==> src/rtl/ref_addr_gen.sv <==
// Reference-window address generator: one row address per window row, with the
// window origin clamped to the frame and downstream back-pressure on each row.
module ref_addr_gen #(
  parameter int FRAME_W = 176,
  parameter int FRAME_H = 144,
  parameter int MB      = 16,
  parameter int WIN     = 23,
  parameter int OFF     = 4,
  parameter int AW      = 25
) (
  input  logic          clk,
  input  logic          rst,
  input  logic          start,
  input  logic [3:0]    mb_x,
  input  logic [3:0]    mb_y,
  input  logic          plane,
  input  logic [AW-1:0] frame_base,
  input  logic          ready,
  output logic [AW-1:0] ad1,
  output logic          ber,
  output logic          valid,
  output logic [4:0]    row_idx,
  output logic          last,
  output logic [7:0]    win_x,
  output logic [7:0]    win_y,
  output logic          busy,
  output logic          done
);

  typedef enum logic [1:0] {
    S_IDLE  = 2'd0,
    S_SETUP = 2'd1,
    S_RUN   = 2'd2,
    S_DONE  = 2'd3
  } state_t;

  localparam logic [4:0] LAST_ROW = 5'(WIN - 1);

  state_t        state_q, state_d;
  logic [3:0]    mb_x_q, mb_x_d;
  logic [3:0]    mb_y_q, mb_y_d;
  logic          plane_q, plane_d;
  logic [AW-1:0] base_q, base_d;
  logic [AW-1:0] ad1_q, ad1_d;
  logic          ber_q, ber_d;
  logic          valid_q, valid_d;
  logic [4:0]    row_idx_q, row_idx_d;
  logic          last_q, last_d;
  logic [7:0]    win_x_q, win_x_d;
  logic [7:0]    win_y_q, win_y_d;
  logic          busy_q, busy_d;
  logic          done_q, done_d;

  int ux_i, uy_i, wx_i, wy_i, row_off_i;

  always_comb begin
    state_d   = state_q;
    mb_x_d    = mb_x_q;
    mb_y_d    = mb_y_q;
    plane_d   = plane_q;
    base_d    = base_q;
    ad1_d     = ad1_q;
    ber_d     = ber_q;
    row_idx_d = row_idx_q;
    win_x_d   = win_x_q;
    win_y_d   = win_y_q;
    ux_i      = 0;
    uy_i      = 0;
    wx_i      = 0;
    wy_i      = 0;
    row_off_i = 0;

    case (state_q)
      S_IDLE: begin
        if (start) begin
          mb_x_d  = mb_x;
          mb_y_d  = mb_y;
          plane_d = plane;
          base_d  = frame_base;
          state_d = S_SETUP;
        end else begin
          state_d = S_IDLE;
        end
      end
      S_SETUP: begin
        // Unclamped origin may go negative at the top/left edge.
        ux_i = int'(mb_x_q) * MB - OFF;
        uy_i = int'(mb_y_q) * MB - OFF;
        if (ux_i < 0) begin
          wx_i = 0;
        end else if (ux_i > FRAME_W - WIN) begin
          wx_i = FRAME_W - WIN;
        end else begin
          wx_i = ux_i;
        end
        if (uy_i < 0) begin
          wy_i = 0;
        end else if (uy_i > FRAME_H - WIN) begin
          wy_i = FRAME_H - WIN;
        end else begin
          wy_i = uy_i;
        end
        row_off_i = wy_i * FRAME_W + wx_i;
        win_x_d   = 8'(wx_i);
        win_y_d   = 8'(wy_i);
        ad1_d     = base_q + AW'(row_off_i);
        ber_d     = plane_q;
        row_idx_d = 5'd0;
        state_d   = S_RUN;
      end
      S_RUN: begin
        if (valid_q && ready) begin
          if (row_idx_q == LAST_ROW) begin
            state_d = S_DONE;
          end else begin
            ad1_d     = ad1_q + AW'(FRAME_W);
            row_idx_d = row_idx_q + 5'd1;
          end
        end else begin
          state_d = S_RUN;
        end
      end
      S_DONE: begin
        state_d = S_IDLE;
      end
      default: begin
        state_d = S_IDLE;
      end
    endcase

    // Status outputs are registered copies of what the next state implies.
    busy_d  = (state_d != S_IDLE);
    valid_d = (state_d == S_RUN);
    done_d  = (state_d == S_DONE);
    last_d  = valid_d && (row_idx_d == LAST_ROW);
  end

  always_ff @(posedge clk) begin
    if (rst) begin
      state_q   <= S_IDLE;
      mb_x_q    <= 4'd0;
      mb_y_q    <= 4'd0;
      plane_q   <= 1'b0;
      base_q    <= '0;
      ad1_q     <= '0;
      ber_q     <= 1'b0;
      valid_q   <= 1'b0;
      row_idx_q <= 5'd0;
      last_q    <= 1'b0;
      win_x_q   <= 8'd0;
      win_y_q   <= 8'd0;
      busy_q    <= 1'b0;
      done_q    <= 1'b0;
    end else begin
      state_q   <= state_d;
      mb_x_q    <= mb_x_d;
      mb_y_q    <= mb_y_d;
      plane_q   <= plane_d;
      base_q    <= base_d;
      ad1_q     <= ad1_d;
      ber_q     <= ber_d;
      valid_q   <= valid_d;
      row_idx_q <= row_idx_d;
      last_q    <= last_d;
      win_x_q   <= win_x_d;
      win_y_q   <= win_y_d;
      busy_q    <= busy_d;
      done_q    <= done_d;
    end
  end

  assign ad1     = ad1_q;
  assign ber     = ber_q;
  assign valid   = valid_q;
  assign row_idx = row_idx_q;
  assign last    = last_q;
  assign win_x   = win_x_q;
  assign win_y   = win_y_q;
  assign busy    = busy_q;
  assign done    = done_q;

endmodule

==> config.mk <==
export PLATFORM = sky130hd
export DESIGN_NAME = ref_addr_gen
export DESIGN_NICKNAME = d
export VERILOG_FILES = /design/src/rtl/ref_addr_gen.sv
export SDC_FILE = /design/constraint.sdc
export NUM_CORES = 1
export LEC_CHECK = 0
export BUFFER_PORTS_ARGS = -buffer_cell sky130_fd_sc_hd__clkbuf_2
export CORE_ASPECT_RATIO = 0.6
export CORE_MARGIN = 1.5
export CORE_UTILIZATION = 25
export DETAILED_ROUTE_END_ITERATION = 10
export SLEW_MARGIN = 20
export SYNTH_ARGS = -nofsm -noshare
export SYNTH_HDL_FRONTEND = slang
export SYNTH_SLANG_ARGS = --single-unit
==> constraint.sdc <==
create_clock -name clk -period 5.55 [get_ports clk]
set_clock_uncertainty 0.05 [all_clocks]
set_input_delay 0.2775 -clock clk [delete_from_list [all_inputs] [get_ports clk]]
set_output_delay 0.2775 -clock clk [all_outputs]
set_load 0.005 [all_outputs]
==> impl_results.md <==
- Launch point of the worst reg-to-reg path: mb_y_q[1]
- Post-synthesis compound-gate area fraction: 21.7%
- Peak supply drop: 0.164 mV
- IO buf count: 86
- Critical path's largest stage delay: 0.53 ns
- Fin crit share: 94.0%
- Final Hold Violating Endpoints: 0
- Post-Synth Adder-Cell Area: 14.9%
- Hold Path Sink: mb_y_q[3]
- Number of synthesized register bits: 85
- GRT Util Overall: 14.1%
- Xor-xnor portion of the synthesized cell area: 3.59%
- Synth Area in Simple Gates: 21.3%
- Worst R2R Setup Slack: 0.33 ns
- Clk root buf: clkbuf_16
- Total core area: 22000 µm²
- DR DRC count: 0
- Startpoint types: flop
- Max_cap viols: 0
- Initial antenna violation count: 1
- Relative slew slack: 48.8%
- Die area: 23400 µm²
- DRT Pass-1 Iters: 5
- Fraction of registers with async set/reset: 0%
- Placed wire-length estimate: 12.2 mm
- H-tree Lvls: 3
- Finished Layout Cells: 1077
- Worst skew pair latency: 0.35 ns
- Post-synthesis area per instance: 8.06 µm²
- Max FO, Critical Path: 5
- Multi-input gate area: 3780 µm²
- Hold buffers post-CTS: 0
- Fin util: 31.3%
- Via/cell ratio: 4.95
- First-pass GRT wire length: 25.8 mm
- Placed insts: 1056
- Mux share of post-synthesis cell area: 3.26%
- Cell variety after synth: 72
- RR Endpoint: ad1[18]
- I/O Pins: 89
- Sequential area share after synthesis: 30.4%
- TritonCTS clock tree: done
- FF/Latch Area: 1700 µm²
- Clock buffer depth: 2
- Status: completed
- Die Wd: 196 µm
- Final #Nets: 886
- CP Data Required Time: 5.74 ns
- Hold Crit Depth: 3
- Largest net degree at the start of global routing: 57
- Pwr per Cell Area: 336 nW/µm²
- Vias in the first global route: 4828
- Final ANT Viol Nets: 0
- Critical Path AT: 5.41 ns
- Critical path class: reg2reg
- Critical-path top delay cell: fa_1
- Gpl congestion: 0.872
- Crit path time final: 5.22 ns
- LEAKAGE: 0.00286 µW
- Yosys warning count: 0
- Crit path launch: mb_y_q[1]
- Post-synth EDFFs: 0
- FF-to-FF path depth: 26
- Drt initial violations: 335
- Setup Total Neg Slack: 0 ns
- Fill cells: 2351
- Total CTS buffers: 9
- Clock-pin slew of the registers on the worst-case setup and hold paths: 0.07 ns
- Via count: 5331
- CP Capture Type: flop
- Worst hold slack: 0.0921 ns
- CTS sink count: 85
- Layout area overhead: 23.0%
- Initial Util: 25.5%
- Combinational family with the most area after synthesis: compound AO/OA/AOI/OAI gates
- Hold Startpoint: mb_y[3]
- Least-Margin Pin Slew: 0.769 ns
- Post-synthesis cell count: 695
- Max Fclk: 192 MHz
- Detailed Route WL: 16.4 mm
- Row count: 42
- Drt wl/cell: 15.2 µm
- Final Max Slew Viols: 0
- Top_reg_cell synth: dfxtp_1
- HP Class: in2reg
- Cell mode on critical path: a21oi_2
- Cell area after synthesis: 5600 µm²
- Setup violators final: 0
- Die height: 119 µm
- Share of post-route cells with drive strength above 1: 20.5%
- Total congestion overflow: 0
cells in the mapped netlist, types with 3 or more instances:
cell type	number	area, µm²
nor2b_1	12	75.1
a2111oi_0	4	35.0
o21bai_1	6	45.0
and3_1	8	50.1
nor2_1	50	188
nand3_1	18	90.1
fa_1	6	120
mux2i_1	16	160
dfxtp_1	85	1700
ha_1	57	713
inv_1	38	143
xor2_1	8	70.1
nand2_1	107	402
nand4_1	6	37.5
o22ai_1	4	25.0
xnor2_1	15	131
nand2b_1	5	31.3
buf_1	8	30.0
buf_4	3	22.5
a31oi_1	13	81.3
a21o_1	3	22.5
a22oi_1	5	37.5
a21oi_1	80	400
and4_1	3	26.3
o21ai_0	29	145
a211oi_1	14	105
nor4_1	3	18.8
nor3_1	9	45.0
clkbuf_1	20	75.1
and2_1	5	31.3
sequential cells by signal, summed over array words and instances, names as in the netlist, 2 cells and up:
name     count
win_x        7
win_y        7
mb_x_q       4
mb_y_q       4
ad1         25
row_idx      5
base_q      25
state_q      2
how the worst max path moves through the flow:
stage,endpoint,slack [ns],cells past startpoint
floorplan,ad1[18],0.03,27
global placement,ad1[18],0.11,26
detailed placement,ad1[18],-0.07,24
CTS,ad1[18],-0.01,24
global route,ad1[18],-0.03,27
finish,ad1[18],0.33,26
kinds of logic (layout without fill, tap and decap cells):
kind of cell    Yosys count  in the layout
compound gates          187            187
xor+xnor                 23             23
fa+ha+maj                63             63
buf+inv                  69            161
flops                    85             85
mux                      18             18
other cells               2              6
simple gates            248            248
placed cells by master (no fill, tap or decap), types with 3 or more instances in the layout:
master / instances
o21bai_1: 6
a21oi_1: 74
nor4_1: 3
o21ai_2: 3
a21o_1: 3
a22oi_1: 5
and4_1: 3
o21ai_0: 27
and3_1: 8
a21oi_2: 6
xor2_1: 8
nand3_1: 18
dfxtp_1: 85
a211oi_1: 13
clkbuf_16: 9
nor2_1: 49
nor3_1: 9
a31oi_1: 12
and2_1: 5
nor2b_1: 12
mux2i_1: 15
ha_1: 52
ha_4: 5
nand2_1: 107
a2111oi_0: 3
a31oi_4: 3
buf_4: 21
clkbuf_2: 86
xnor2_1: 15
nand4_1: 6
inv_1: 38
conb_1: 5
o22ai_1: 4
nand2b_1: 5
fa_1: 6
worst max-delay path, delay by kind of cell (launching register included):
| kind | cells | cell delay, ns |
|---|---|---|
| AND/OR/NAND/NOR | 4 | 0.48 |
| adder cells (fa/ha/maj) | 6 | 1.91 |
| buffers and inverters | 4 | 0.32 |
| XOR/XNOR | 2 | 0.27 |
| multiplexers | 1 | 0.12 |
| AO/OA/AOI/OAI | 9 | 1.60 |
| flip-flops | 1 | 0.35 |
repair_timing:
action,in CTS,in global routing
cloned,0,0
setup endpoints to repair,4,10
buffers inserted,0,4
gates resized for setup,3,22
pin swaps,0,9
power breakdown:
| group | internal, µW | switching, µW |
|---|---|---|
| combinational | 413 | 542 |
| clock | 378 | 278 |
| sequential | 656 | 51.1 |
through the flow:
| step | power, µW | setup WS, ns | cell area [µm²] |
|---|---|---|---|
| after floorplan | 1350 | 0.0254 | 5620 |
| after global placement | 1580 | 0.110 | 6400 |
| after detailed placement | 1590 | -0.0708 | 6400 |
| after CTS | 2260 | -0.0127 | 6730 |
| after global routing | 2470 | -0.0324 | 6890 |
| final | 2320 | 0.332 | 6890 |
layout make-up:
type | count | area share, %
repair buffers | 107 | 8.53
multi-input cells | 544 | 54.9
well taps | 286 | 5.19
diodes | 1 | 0.0363
flip-flops and latches | 85 | 24.7
inverters | 38 | 2.07
clock inverters | 5 | 0.926
clock buffers | 11 | 3.67
per-layer routing:
| metal | vias up | routed length [µm] | global-route usage [%] |
|---|---|---|---|
| met2 | 213 | 6210 | 18.5 |
| li1 | 2637 | - | - |
| met3 | 8 | 1440 | 4.28 |
| met5 | - | 0 | 0 |
| met1 | 2473 | 8630 | 21.6 |
| met4 | 0 | 133 | 3.37 |
Power figures use the tool's default switching activity.
